<file path="config.mk">
export PLATFORM = sky130hd
export DESIGN_NAME = spi_loader
export DESIGN_NICKNAME = d
export VERILOG_FILES = /design/src/rtl/spi_loader_pkg.sv /design/src/rtl/spi_edge_sync.sv /design/src/rtl/spi_loader.sv
export SDC_FILE = /design/constraint.sdc
export NUM_CORES = 1
export LEC_CHECK = 0
export CAP_MARGIN = 0
export CORE_ASPECT_RATIO = 0.5
export CORE_UTILIZATION = 50
export CTS_BUF_LIST = sky130_fd_sc_hd__clkbuf_8
export DETAILED_ROUTE_END_ITERATION = 8
export PLACE_DENSITY = 0.74
export SETUP_SLACK_MARGIN = 0.3
export SLEW_MARGIN = 20
export SYNTH_ARGS = -nofsm -noshare
export SYNTH_HDL_FRONTEND = slang
export SYNTH_SLANG_ARGS = --single-unit
</file>
<file path="constraint.sdc">
create_clock -name clk -period 5 [get_ports clk]
set_input_delay 0.75 -clock clk [delete_from_list [all_inputs] [get_ports clk]]
set_output_delay 0.75 -clock clk [all_outputs]
set_load 0.1 [all_outputs]
</file>
<file path="src/rtl/spi_loader_pkg.sv">
// Shared types and default widths for the serial memory loader.
package spi_loader_pkg;

    localparam int ADDR_W_DEF = 4;
    localparam int DATA_W_DEF = 8;

    typedef enum logic [1:0] {
        MODE_IDLE = 2'b00,
        MODE_IMEM = 2'b01,
        MODE_DMEM = 2'b10,
        MODE_RUN  = 2'b11
    } mode_t;

    typedef enum logic [2:0] {
        ST_IDLE,
        ST_SHIFT,
        ST_COMMIT,
        ST_WAIT,
        ST_LOADED,
        ST_RUN
    } state_t;

endpackage

</file>
<file path="src/rtl/spi_edge_sync.sv">
// Input conditioning for the loader: optional 2-flop synchronizers
// (SPI_LOADER_SYNC_EN) followed by sclk rising-edge detect.
module spi_edge_sync (
    input  logic       clk,
    input  logic       rst_n,
    input  logic       sclk_in,
    input  logic       mosi_in,
    input  logic [1:0] mode_in,
    output logic       rise_o,
    output logic       mosi_o,
    output logic [1:0] mode_o
);

    logic sclk_s;
    logic sclk_q;

`ifdef SPI_LOADER_SYNC_EN
    logic [1:0] sclk_sync_q;
    logic [1:0] mosi_sync_q;
    logic [1:0] mode_s1_q;
    logic [1:0] mode_s2_q;

    always_ff @(posedge clk or negedge rst_n) begin
        if (!rst_n) begin
            sclk_sync_q <= '0;
            mosi_sync_q <= '0;
            mode_s1_q   <= '0;
            mode_s2_q   <= '0;
        end else begin
            sclk_sync_q <= {sclk_sync_q[0], sclk_in};
            mosi_sync_q <= {mosi_sync_q[0], mosi_in};
            mode_s1_q   <= mode_in;
            mode_s2_q   <= mode_s1_q;
        end
    end

    assign sclk_s = sclk_sync_q[1];
    assign mosi_o = mosi_sync_q[1];
    assign mode_o = mode_s2_q;
`else
    assign sclk_s = sclk_in;
    assign mosi_o = mosi_in;
    assign mode_o = mode_in;
`endif

    always_ff @(posedge clk or negedge rst_n) begin
        if (!rst_n) sclk_q <= 1'b0;
        else        sclk_q <= sclk_s;
    end

    assign rise_o = sclk_s & ~sclk_q;

endmodule

</file>
<file path="src/rtl/spi_loader.sv">
// Serial memory loader: deserialises LSB-first {data, addr} frames into
// imem/dmem write strobes and owns the load/run hand-over. Optional input
// synchronizers are enabled with SPI_LOADER_SYNC_EN (see spi_edge_sync).
//   state   | meaning
//   IDLE    | waiting for a load or run mode
//   SHIFT   | collecting frame bits on sclk rises
//   COMMIT  | one-cycle write strobe to the latched memory
//   WAIT    | frame written, waiting for mode to return to idle
//   LOADED  | last address written, done_out high
//   RUN     | core enabled, done_out follows halt_in
module spi_loader
    import spi_loader_pkg::*;
#(
    parameter int ADDR_W = ADDR_W_DEF,
    parameter int DATA_W = DATA_W_DEF
) (
    input  logic              clk,
    input  logic              rst_n,
    input  logic              sclk_in,
    input  logic              mosi_in,
    input  logic [1:0]        mode_in,
    input  logic              halt_in,
    output logic              imem_we,
    output logic              dmem_we,
    output logic [ADDR_W-1:0] wr_addr,
    output logic [DATA_W-1:0] wr_data,
    output logic              run_out,
    output logic              done_out,
    output logic              frame_err
);

    localparam int FRAME_BITS = ADDR_W + DATA_W;
    localparam int CNT_W      = $clog2(FRAME_BITS + 1);

    logic       rise;
    logic       mosi_s;
    logic [1:0] mode_s;
    mode_t      mode_cur;

    state_t                  state_q, state_d;
    logic [FRAME_BITS-1:0]   shift_q, shift_d, shift_next;
    logic [CNT_W-1:0]        cnt_q, cnt_d;
    mode_t                   mode_lat_q, mode_lat_d;
    logic                    err_q, err_d;
    logic [ADDR_W-1:0]       addr_q, addr_d;
    logic [DATA_W-1:0]       data_q, data_d;

    spi_edge_sync u_sync (
        .clk     (clk),
        .rst_n   (rst_n),
        .sclk_in (sclk_in),
        .mosi_in (mosi_in),
        .mode_in (mode_in),
        .rise_o  (rise),
        .mosi_o  (mosi_s),
        .mode_o  (mode_s)
    );

    assign mode_cur = mode_t'(mode_s);

    always_ff @(posedge clk or negedge rst_n) begin
        if (!rst_n) begin
            state_q    <= ST_IDLE;
            shift_q    <= '0;
            cnt_q      <= '0;
            mode_lat_q <= MODE_IDLE;
            err_q      <= 1'b0;
            addr_q     <= '0;
            data_q     <= '0;
        end else begin
            state_q    <= state_d;
            shift_q    <= shift_d;
            cnt_q      <= cnt_d;
            mode_lat_q <= mode_lat_d;
            err_q      <= err_d;
            addr_q     <= addr_d;
            data_q     <= data_d;
        end
    end

    always_comb begin
        state_d    = state_q;
        shift_d    = shift_q;
        cnt_d      = cnt_q;
        mode_lat_d = mode_lat_q;
        err_d      = err_q;
        addr_d     = addr_q;
        data_d     = data_q;
        imem_we    = 1'b0;
        dmem_we    = 1'b0;
        run_out    = 1'b0;
        done_out   = 1'b0;
        shift_next = {mosi_s, shift_q[FRAME_BITS-1:1]};

        case (state_q)
            ST_IDLE: begin
                if (mode_cur == MODE_IMEM || mode_cur == MODE_DMEM) begin
                    state_d    = ST_SHIFT;
                    cnt_d      = '0;
                    mode_lat_d = mode_cur;
                end else if (mode_cur == MODE_RUN) begin
                    state_d = ST_RUN;
                end
            end
            ST_SHIFT: begin
                // A mode change outranks a coincident rise: the bit is dropped.
                if (mode_cur != mode_lat_q) begin
                    state_d = ST_IDLE;
                    err_d   = 1'b1;
                end else if (rise) begin
                    shift_d = shift_next;
                    cnt_d   = cnt_q + 1'b1;
                    if (cnt_q == CNT_W'(FRAME_BITS - 1)) begin
                        state_d = ST_COMMIT;
                        addr_d  = shift_next[ADDR_W-1:0];
                        data_d  = shift_next[FRAME_BITS-1:ADDR_W];
                    end
                end
            end
            ST_COMMIT: begin
                imem_we = (mode_lat_q == MODE_IMEM);
                dmem_we = (mode_lat_q == MODE_DMEM);
                state_d = (addr_q == '1) ? ST_LOADED : ST_WAIT;
            end
            ST_WAIT: begin
                if (mode_cur == MODE_IDLE) begin
                    state_d = ST_IDLE;
                end else if (mode_cur != mode_lat_q) begin
                    state_d = ST_IDLE;
                    err_d   = 1'b1;
                end
            end
            ST_LOADED: begin
                done_out = 1'b1;
                if (mode_cur != mode_lat_q) state_d = ST_IDLE;
            end
            ST_RUN: begin
                run_out  = 1'b1;
                done_out = halt_in;
                if (mode_cur != MODE_RUN) state_d = ST_IDLE;
            end
            default: state_d = ST_IDLE;
        endcase
    end

    assign wr_addr   = addr_q;
    assign wr_data   = data_q;
    assign frame_err = err_q;

endmodule
</file>
Yosys cells after proc, flatten, opt, wreduce, memory -nomap -nowiden
Index checks and enable logic that the tools add are counted.
Word-level totals
  flip-flop bits (word level): 35
  latch bits: 0
  memory bits (writable): 0
  bits in read-only memories: 0
  input bits: 7
  output and inout port bits: 17
  word-level logic and storage cells: 66
  memories kept: 0
Operators by class
  add/sub/neg operators: 1
  multiply operators: 0
  div/mod/pow operators: 0
  magnitude comparators: 0
  equality and inequality tests: 22
  shift operators: 0
  multiplexer cells: 21
  bitwise gates (word level): 3
  reduce and logical (&&, ||, !) cells: 11
Operators by type and width (count)
  2-to-1 mux 3 bit: 9
  case mux 3 bit (6 select lines): 1
  2-to-1 mux 4 bit: 3
  inequality test 2 bit (second input constant): 6
  AND reduction 4 bit: 3
  inequality test 3 bit (second input constant): 3
  equality test 4 bit (second input constant): 2
  case mux 4 bit (2 select lines): 1
  equality test 2 bit (second input constant): 3
  equality test 3 x 2 -> 1 bit (second input constant): 2
  equality test 3 bit (second input constant): 2
  2-to-1 mux 1 bit: 5
  adder 4 x 1 -> 4 bit (second input constant): 1
  equality test 2 x 1 -> 1 bit (second input constant): 2
  case mux 1 bit (2 select lines): 2
  AND reduction 2 bit: 2
  nonzero test 2 bit: 2
  equality test 3 x 1 -> 1 bit (second input constant): 1
  zero test 3 bit: 1
  AND reduction 3 bit: 1
  zero test 2 bit: 1
  inequality test 2 bit: 1
  NOT 1 bit: 2
  bitwise AND 1 bit: 1
  logical OR 1 bit: 1

Longest topological paths before layout
Gate-level depths: netlist of run 1.
  depth in word-level cells: 5
  depth in mapped cells: 6
  mapped depth without buffers: 6

Modules after synthesis
From an unflattened synthesis of run 1, not the netlist that was laid out.
Second synthesis, totals
  cells, all modules: 132
  area total of the unflattened synthesis: 1612.8 um2
Modules (own cells, without submodules)
  spi_loader: times used 1, cells each 127, area each 1551.5 um2, seq. area each 825.8 um2
  spi_edge_sync: times used 1, cells each 5, area each 61.3 um2, seq. area each 25.0 um2

Worst setup path after synthesis of run 1
No wires, ideal clock.
  kind: reg-to-output
  start: register state_q[1]
  end: output port dmem_we
  data arrival time: 2.974 ns
  required time: 4.250 ns
  path slack: 1.276 ns
  stages on the path, launching flop included: 4
  buffers on the path: 1
  cells stage by stage: dfrtp_1 > clkbuf_1 > nand3_1 > nor3b_1
Between the ends
  cells in the longest elaborated chain, start to end: 2
Ends and longest elaborated chain
  start: declaration: RTL line spi_loader.sv:40  | state_t state_q, state_d;
  start signal: assignment: RTL line spi_loader.sv:71  | state_q <= state_d;
  equality test 3 x 2 -> 1 bit: RTL line spi_loader.sv:95  | case (state_q)
  2-to-1 mux 1 bit: RTL line spi_loader.sv:95
  end: declaration: RTL line spi_loader.sv:24  | output logic dmem_we,
No other way between the ends.

Worst setup path in the final report of run 1
  start: register state_q[0]
  end: output port dmem_we
Same word-level chain as after synthesis.

==> summary.txt, run 1 <==
Critical path
  • R2R depth: 3
  • CP startpoint: state_q[0]
  • Crit Reg-Reg Startpoint: state_q[1]
  • Worst Path Buf+Inv: 2
  • Critical path type: reg2out
  • Crit path cell chain: inv_1 -> nand3_1 -> nor3b_1 -> clkdlybuf4s50_1
  • Worst Path Arrival: ~2600 ps
  • Top delay family on crit path: buffers and inverters
  • Crit path to: dmem_we
  • R2r setup slk: between 2000 and 3000 ps
  • Crit Reg-Reg Endpoint: wr_data[6]
  • Kind of start point of the critical path: flop
  • Max FO, Critical Path: 13
  • Crit-path max cell delay: 1160 ps
  • CP required: 4250 ps
  • CP Capture Type: output port
  • Crit path max-delay cell type: clkdlybuf4s50_1
  • Critical path depth: 4

Power
  • Int Power: about 0.57 mW
  • Clk pwr share: between 20% and 30%
  • Combinational power share: between 20% and 30%
  • Reg power frac: between 40% and 50%
  • Sw Share: between 30% and 40%
  • Net Sw Power: between 0.3 and 0.4 mW
  • Overall Power: about 0.9 mW
  • PwrDens: approximately 430 nW/um^2
  • Worst VDD drop: 0.332 mV
  • Leakage: between 0.9 and 1 nW

CTS
  • Clock Path Buffers: 2
  • TritonCTS sink count: 34
  • CTS Buf Count: 5
  • Clock transition at path regs: around 70 ps
  • CTS tree: built
  • Clock Latency Late Sink: ~280 ps
  • Clock root buffer master: clkbuf_8
  • Hold_buf cts: 0
  • Post_cts resized: 0
  • Setup bufs post-CTS: 0
  • H-tree depth: 2

Yosys
  • Ranking of synthesized cells by area: dfrtp_1 (51%), mux2_2 (11%), mux2_4 (9.0%), ha_1 (3.0%), xnor2_2 (2.0%)
  • Post-synth net total: between 100 and 150
  • Area fraction of the dominant cell type after synthesis: about half
  • Asr flop ratio synth: 100%
  • Synth warnings: 0
  • Avg Cell Area, Syn: 12.8 sq um
  • Most frequent cells after synthesis: dfrtp_1 (34), mux2_2 (16), mux2_4 (10)
  • #FFs+latches synth: 34
  • Synthesized area: around 1700 sq um
  • Distinct cells, synth: 39
  • Cells after Synth: 130
  • Post-synth EDFFs: 0
  • Prevailing post-synth register cell: dfrtp_1
  • Most frequent cell after synthesis: dfrtp_1
  • Area leader, netlist: dfrtp_1
  • Register area share after synthesis: between 50 and 60%

Floorplanning
  • Die width: 83.6 um
  • IO Count: 24
  • Die area: 3580 sq um
  • Core area: 3080 sq um
  • Die H: between 40 and 50 um
  • Starting Density: 54.0%
  • Cell Rows: 14

Placement
  • DP Worst Slack: roughly 1700 ps
  • Detailed placement HPWL: just under 2 mm
  • # port buffers: 23
  • Placer Congestion: 0.814
  • Placed Area: 1910 sq um

Global route
  • Overall Global Routing Usage: between 10% and 20%
  • Vias in the first global route: 1,036
  • Grt total ovfl: 0
  • Initial antenna violation count: 0
  • Global-route wire length before repair: 4.83 mm
  • Pin count of the biggest net entering global routing: 35

Timing
  • TNS Setup: 0 ps
  • Min Tclk post-route: about 3400 ps
  • Slew HR: ~28%
  • Unrepaired setup endpoints after global routing: no
  • Final period utilization: between 60 and 70%
  • Final Hold Fails: 0
  • Setup violations, final: 0
  • Max frequency: slightly below 0.3 GHz
  • Slew @ Worst Pin: 1070 ps
  • Max-slew violations: 0
  • Final worst slack: about 1600 ps
  • Worst Skew: about 9 ps

Detailed routing
  • DRC: 0
  • Met1 WL: around 1.4 mm
  • Top layer in use: met4
  • DRT Pass-1 Iters: 4
  • Final wirelength: about 2.7 mm
  • Drt first-iter violations: 19
  • Met2 WL: 1.25 mm
  • Drt via density: about 5.5
  • DR WL/cell: around 14 um
  • Detailed-route via count: about 1,100
  • Detail Route met3 WL: 91 um
  • Post-route ant nets: 0

Cells and area
  • Nets: ~170
  • Area grow syn2layout: 21.7%
  • Share of layout cells above drive strength 1: about a quarter
  • Design area: between 2000 and 2500 sq um
  • Fillcell total: 240
  • Antenna Cells: 0

Worst hold path
  • Hold/Removal Path Class: reg2reg
  • Worst Hold Depth: 1

Flow run
  • Max_cap viols: 0

Status
  • Status: complete, no violations
==> layer usage <==
| layer | GRT usage [%] | up-vias |
|---|---|---|
| met1 | 23.9 | 540 |
| li1 | - | 515 |
| met2 | 27.3 | 15 |
| met3 | 5.84 | 5 |
| met4 | 6.10 | 0 |
| met5 | 0 | - |
==> placed cells by master (no fill, tap or decap), types with 2 or more instances in the layout <==
| cell type | n |
|---|---|
| o21ai_0 | 2 |
| nor2_1 | 8 |
| xnor2_2 | 2 |
| nand2_1 | 7 |
| clkbuf_8 | 6 |
| mux2_4 | 10 |
| nor3b_1 | 3 |
| mux2_2 | 16 |
| a21oi_1 | 4 |
| dfrtp_1 | 34 |
| nand4_1 | 3 |
| mux2i_1 | 2 |
| clkdlybuf4s50_1 | 23 |
| inv_1 | 6 |
| ha_1 | 4 |
| nand3_1 | 3 |
==> per-stage QoR <==
stage	hold slack (ps)	instances	util (%)
floorplan	454	130	-
global placement	467	189	62.0
detailed placement	469	189	62.0
CTS	498	196	65.7
global route	502	196	65.7
finish	490	196	65.7
==> power by group through the flow <==
stage | clock network, mW | logic (mW) | registers [mW]
finish | 0.255 | 0.260 | 0.363
global route | 0.271 | 0.282 | 0.372
CTS | 0.259 | 0.261 | 0.362
detailed placement | 0 | 0.258 | 0.368
global placement | 0 | 0.255 | 0.367
floorplan | 0 | 0.235 | 0.343
==> worst min path at each step <==
stage | endpoint | from
2_1_floorplan | cnt_q[0] | rst_n
3_3_place_gp | frame_err | frame_err
3_5_place_dp | frame_err | frame_err
4_1_cts | frame_err | frame_err
5_1_grt | frame_err | frame_err
6_report | frame_err | frame_err
==> logic make-up after synthesis <==
family                   Yosys count  share of synthesized area [%]
AO/OA/AOI/OAI                     15                           6.32
AND/OR/NAND/NOR                   36                           12.8
adder cells (fa/ha/maj)            4                           3.01
multiplexers                      28                           21.1
XOR/XNOR                           2                           1.95
flip-flops                        34                           51.1
buffers and inverters             11                           3.76
==> flip-flops by register name, summed over array words and instances (netlist names) <==
| name | count |
|---|---|
| u_sync.sclk_q | 1 |
| wr_addr | 4 |
| wr_data | 8 |
| mode_lat_q | 2 |
| state_q | 3 |
| frame_err | 1 |
| shift_q | 11 |
| cnt_q | 4 |
==> final cells by class <==
| class | count | area, sq um | area share, % |
|---|---|---|---|
| Multi-Input combinational cell | 85 | 751 | 37.1 |
| Timing Repair Buffer | 24 | 238 | 11.7 |
| Tap cell | 40 | 50.0 | 2.47 |
| Clock inverter | 1 | 30.0 | 1.48 |
| Inverter | 6 | 22.5 | 1.11 |
| Sequential cell | 34 | 851 | 42.0 |
| Clock buffer | 6 | 82.6 | 4.08 |
No activity file was read; power rests on OpenSTA's default activity.
==> run 2: changes to the inputs <==
==> constraint.sdc (replaced) <==
create_clock -name clk -period 3.52 [get_ports clk]
set_input_delay 0.528 -clock clk [delete_from_list [all_inputs] [get_ports clk]]
set_output_delay 0.528 -clock clk [all_outputs]
set_load 0.1 [all_outputs]
==> run 2 against run 1 <==
Net effect: critical path depth is the same; combinational power grew 42%; non-clock buffer count grew 1; sequential cell count is the same; total power grew 35%; design area shrank 0.99%; register-to-register slack lost 1200 ps; first-iteration DRC count grew 84%; worst setup slack lost 480 ps; sequential share of layout area grew 0.42 points; critical path type unchanged; largest cell class unchanged; highest routed layer unchanged.
==> summary.txt, run 2 (synthesis results as in run 1) <==
Power
  • Int Power: 0.741 mW
  • Leakage: 0.947 nW
  • Net Sw Power: between 0.4 and 0.5 mW
  • PwrDens: between 500 and 600 nW/um^2
  • Sw Share: a little under two fifths
  • Clk pwr share: between 20% and 30%
  • Reg power frac: 43.7%
  • Worst VDD drop: between 0.4 and 0.5 mV
  • Combinational power share: a little under a third

Cells and area
  • Max FFs per register: 11
  • Design area: about 2000 sq um
  • Commonest cells after routing, fill and taps aside: dfrtp_1 (34), clkdlybuf4s50_1 (19), mux2_2 (16), mux2_4 (10), nor2_1 (8)
  • Share of layout cells above drive strength 1: 29.1%
  • Nets: between 150 and 200
  • Area grow syn2layout: 20.5%
  • Most flops, register: shift_q
  • Commonest non-fill, non-tap cell in the layout: dfrtp_1
  • Fillcell total: between 200 and 250
  • Antenna Cells: 0

Timing
  • Final worst slack: 1160 ps
  • Slew HR: 35.5%
  • Max frequency: 0.424 GHz
  • Worst Skew: ~5.1 ps
  • Final Hold Fails: 0
  • Final period utilization: ~67%
  • Setup violations, final: 0
  • TNS Setup: 0 ps
  • Max-slew violations: 0
  • Unrepaired setup endpoints after global routing: no
  • Slew @ Worst Pin: a little under 1000 ps
  • Min Tclk post-route: 2360 ps

Critical path
  • CP Capture Type: output port
  • Critical path type: reg2out
  • Crit Reg-Reg Startpoint: state_q[1]
  • CP required: approximately 3000 ps
  • Worst Path Arrival: 1830 ps
  • Max FO, Critical Path: 13
  • Kind of start point of the critical path: flop
  • R2R depth: 3
  • R2r setup slk: ~1500 ps
  • Crit Reg-Reg Endpoint: shift_q[6]

CTS
  • TritonCTS sink count: 34
  • CTS tree: built
  • Setup bufs post-CTS: 0
  • Clock Path Buffers: 2
  • Clock root buffer master: clkbuf_8
  • Clock transition at path regs: approximately 70 ps
  • Hold_buf cts: 0
  • H-tree depth: 2
  • Post_cts resized: 0
  • CTS Buf Count: 5
  • Clock Latency Late Sink: 290 ps

Detailed routing
  • DR WL/cell: about 14 um
  • Post-route ant nets: 0
  • Detailed-route via count: approximately 1,100
  • Drt via density: about 5.4
  • DRC: 0
  • DRT Pass-1 Iters: 4
  • Drt first-iter violations: 35
  • Final wirelength: approximately 2.8 mm

Worst hold path
  • Worst Hold Depth: 1
  • Hold/Removal Path Class: reg2reg
  • WHS Endpoint: frame_err
  • Hold Path Origin: frame_err

Floorplanning
  • Starting Density: between 50% and 60%
  • Die H: 42.8 um
  • Core area: around 3100 sq um
  • IO Count: 24
  • Cell Rows: 14
  • Die width: ~84 um
  • Die area: approximately 3600 sq um

Global route
  • Grt total ovfl: 0
  • Pin count of the biggest net entering global routing: 35
  • Global-route wire length before repair: approximately 5 mm
  • Vias in the first global route: ~1,100
  • Overall Global Routing Usage: a little under a fifth
  • Initial antenna violation count: 0

Placement
  • Placed Area: roughly 1900 sq um
  • Detailed placement HPWL: approximately 1.9 mm
  • DP Worst Slack: slightly above 1000 ps
  • # port buffers: 23
  • Placer Congestion: 0.821

Status
  • Status: complete, no violations

Flow run
  • Max_cap viols: 0
run 2: final cells by class:
type / instances / area [sq um] / share of cell area [%]
Sequential cell: 34 / 851 / 42.4
Tap cell: 40 / 50.0 / 2.50
Inverter: 6 / 22.5 / 1.12
Clock buffer: 6 / 82.6 / 4.12
Clock inverter: 2 / 12.5 / 0.624
Multi-Input combinational cell: 85 / 751 / 37.5
Timing Repair Buffer: 25 / 235 / 11.7
run 2: power by group through the flow:
stage	logic [mW]	clock network, mW	registers, mW
2_1_floorplan	0.334	0	0.488
3_3_place_gp	0.361	0	0.522
3_5_place_dp	0.368	0	0.523
4_1_cts	0.369	0.310	0.517
5_1_grt	0.404	0.323	0.529
6_report	0.369	0.300	0.518
run 2: stage by stage:
stage	power (mW)	hold WS, ps	util [%]	std cells
after floorplan	0.822	232	-	130
after global placement	0.883	464	61.9	190
after detailed placement	0.891	463	61.9	190
after CTS	1.20	482	65.0	198
after global routing	1.26	516	65.0	198
final	1.19	479	65.0	198
run 2: how the worst max path moves through the flow:
stage,start,endpoint,cells past startpoint
global route,state_q[0],dmem_we,4
floorplan,state_q[1],dmem_we,3
CTS,state_q[0],dmem_we,4
finish,state_q[0],dmem_we,4
detailed placement,mode_in[0],shift_q[11],4
global placement,mode_in[0],wr_data[6],6
run 2: critical path: stages (launching register included):
cell	delay [ps]
dfrtp_1	530
inv_1	300
nand3_1	160
nor3b_1	230
buf_4	320
run 2: per-layer routing:
metal / part of all wire (%) / track usage (%)
met4: 0.99 / 7.12
met2: 44 / 27.8
met5: 0 / 0
met3: 4.1 / 6.03
met1: 51 / 23.9
==> run 3: changes to the inputs <==
--- a/config.mk
+++ b/config.mk
@@ -10,7 +10,7 @@
 export CORE_UTILIZATION = 50
 export CTS_BUF_LIST = sky130_fd_sc_hd__clkbuf_8
 export DETAILED_ROUTE_END_ITERATION = 8
-export PLACE_DENSITY = 0.74
+export PLACE_DENSITY = 0.77
 export SETUP_SLACK_MARGIN = 0.3
 export SLEW_MARGIN = 20
 export SYNTH_ARGS = -nofsm -noshare
==> constraint.sdc (replaced) <==
create_clock -name clk -period 1.95 [get_ports clk]
set_input_delay 0.2925 -clock clk [delete_from_list [all_inputs] [get_ports clk]]
set_output_delay 0.2925 -clock clk [all_outputs]
set_load 0.1 [all_outputs]
==> run 3 against run 2 <==
Net effect: sequential cell count stayed put; die area did not move; sequential share of layout area is 7.2 points lower; critical path depth increased by 2; critical endpoint is now wr_data[7]; largest power group is now combinational logic.
==> summary.txt, run 3 (synthesis results as in run 1) <==
CTS
  • Clock root buffer master: clkbuf_8
  • Clock Latency Late Sink: ~280 ps
  • Clock Path Buffers: 2
  • H-tree depth: 2
  • CTS Buf Count: 5
  • Clock transition at path regs: ~80 ps
  • TritonCTS sink count: 34
  • CTS tree: built
  • Hold_buf cts: 0

Floorplanning
  • Cell Rows: 14
  • IO Count: 24
  • Die width: 83.6 um
  • Core area: a little over 3000 sq um
  • Die H: between 40 and 50 um
  • Die area: between 3000 and 4000 sq um
  • Starting Density: a little over half

Placement
  • Placer Congestion: between 0.7 and 0.8
  • Placed Area: around 2100 sq um
  • DP Worst Slack: -229 ps
  • # port buffers: 23
  • Detailed placement HPWL: about 2.2 mm

Power
  • Combinational power share: a little over 40%
  • Worst VDD drop: 1.03 mV
  • Net Sw Power: approximately 1 mW
  • PwrDens: between 1000 and 1500 nW/um^2
  • Leakage: about 1.2 nW
  • Int Power: around 1.9 mW
  • Reg power frac: 31.3%
  • Sw Share: 34.6%
  • Clk pwr share: 27.2%

Timing
  • Final worst slack: around 120 ps
  • Max frequency: ~0.55 GHz
  • TNS Setup: 0 ps
  • Unrepaired setup endpoints after global routing: yes
  • Min Tclk post-route: 1830 ps
  • Slew @ Worst Pin: roughly 430 ps
  • Worst Skew: between 7 and 8 ps
  • Setup violations, final: 0
  • Max-slew violations: 0
  • Slew HR: between 70 and 80%
  • Final period utilization: 93.9%
  • Final Hold Fails: 0

Critical path
  • CP Capture Type: flop
  • CP required: 2120 ps
  • Top delay family on crit path: simple AND/OR/NAND/NOR gates
  • Crit-path max cell delay: 420 ps
  • Max FO, Critical Path: 6
  • Critical path type: reg2reg
  • Crit path cell chain: xnor2_2 -> nand2_2 -> nor4_4 -> buf_4 -> clkbuf_16 -> mux2_4
  • Crit path max-delay cell type: dfrtp_2
  • Kind of start point of the critical path: flop
  • Worst Path Buf+Inv: 2
  • Worst Path Arrival: 2000 ps

Cells and area
  • Antenna Cells: 0
  • Design area: 2430 sq um
  • Commonest non-fill, non-tap cell in the layout: buf_4
  • Area grow syn2layout: 45.9%
  • Max FFs per register: 11
  • Commonest cells after routing, fill and taps aside: buf_4 (38), dfrtp_1 (30), mux2_4 (13), mux2_2 (13), nor2_1 (7)
  • Nets: 196
  • Fillcell total: between 150 and 200
  • Most flops, register: shift_q
  • Share of layout cells above drive strength 1: between 50% and 60%

Detailed routing
  • Final wirelength: about 3.7 mm
  • DRT Pass-1 Iters: 5
  • Drt first-iter violations: between 90 and 100
  • DRC: 0
  • Detailed-route via count: about 1,300
  • Drt via density: ~5.5
  • DR WL/cell: ~16 um
  • Post-route ant nets: 0

Global route
  • Overall Global Routing Usage: a little over a fifth
  • Pin count of the biggest net entering global routing: 35
  • Global-route wire length before repair: ~5.9 mm
  • Vias in the first global route: approximately 1,200
  • Initial antenna violation count: 0
  • Grt total ovfl: 0

Status
  • Status: complete, no violations

Worst hold path
  • Hold/Removal Path Class: in2reg

Flow run
  • Max_cap viols: 0
## run 3: changes by cell type in the layout (fill, tap and decap cells not counted), moves of 2 or more
cell / change
buf_12: +6
buf_4: +32
buf_6: +2
bufinv_16: +2
clkdlybuf4s50_1: -16
clkinv_4: +2
dfrtp_1: -4
dfrtp_2: +4
dlygate4sd2_1: +3
inv_1: -2
mux2_2: -3
mux2_4: +3
nor3b_1: -2
nor3b_4: +2
## run 3: stage by stage
step | hold WS [ps] | std cells | total power [mW] | util, %
6_report | 353 | 226 | 2.88 | 78.8
5_1_grt | 366 | 226 | 3.03 | 78.8
4_1_cts | 356 | 221 | 2.79 | 77.1
3_5_place_dp | 463 | 203 | 1.89 | 68.5
3_3_place_gp | 453 | 203 | 1.86 | 68.5
2_1_floorplan | -3.09 | 130 | 1.60 | -
## run 3: worst reg2reg max path, cell delays in order (launching register included)
cell,delay (ps)
dfrtp_2,420
xnor2_2,190
nand2_2,110
nor4_4,360
buf_4,180
clkbuf_16,140
mux2_4,310
## run 3: repair_timing
action | in CTS | in global routing
pin swaps | 7 | 8
gates cloned | 1 | 0
resized for setup | 13 | 6
endpoints found under the setup margin | 21 | 32
setup buffers | 9 | 5
## run 3: path summary, 6_finish.rpt
check | startpoint | to | slack (ps) | cells past startpoint
min | sclk_in | u_sync.sclk_q | 350 | 2
max | mode_lat_q[0] | wr_data[7] | 120 | 6
min in group asynchronous | rst_n | u_sync.sclk_q | 400 | 2
max reg2reg | mode_lat_q[0] | wr_data[7] | 120 | 6
min reg2reg | frame_err | frame_err | 490 | 1
max in group asynchronous | rst_n | state_q[1] | 1220 | 2
## run 3: cell type report
class | count | area (sq um) | share of cell area [%]
clock buffers | 5 | 68.8 | 2.83
clock inverters | 3 | 68.8 | 2.83
inverters | 6 | 27.5 | 1.13
multi-input cells | 85 | 848 | 34.9
flip-flops and latches | 34 | 856 | 35.2
well taps | 40 | 50.0 | 2.06
repair buffers | 53 | 509 | 21.0
## run 3: layer usage
layer / vias to the layer above / part of all wire [%] / global-route usage, % / routed length, um
li1: 578 / - / - / -
met1: 617 / 45 / 28.8 / 1660
met2: 51 / 48 / 36.1 / 1770
met3: 8 / 5.5 / 6.03 / 205
met4: 0 / 1.7 / 7.12 / 61
met5: - / 0 / 0 / 0
## run 3: power by group through the flow
stage                     registers [mW]  logic (mW)  clock network [mW]
after floorplan                    0.904       0.693                   0
after global placement             0.922       0.935                   0
after detailed placement           0.932       0.961                   0
after CTS                          0.899        1.10               0.789
after global routing               0.915        1.27               0.838
final                              0.901        1.20               0.783
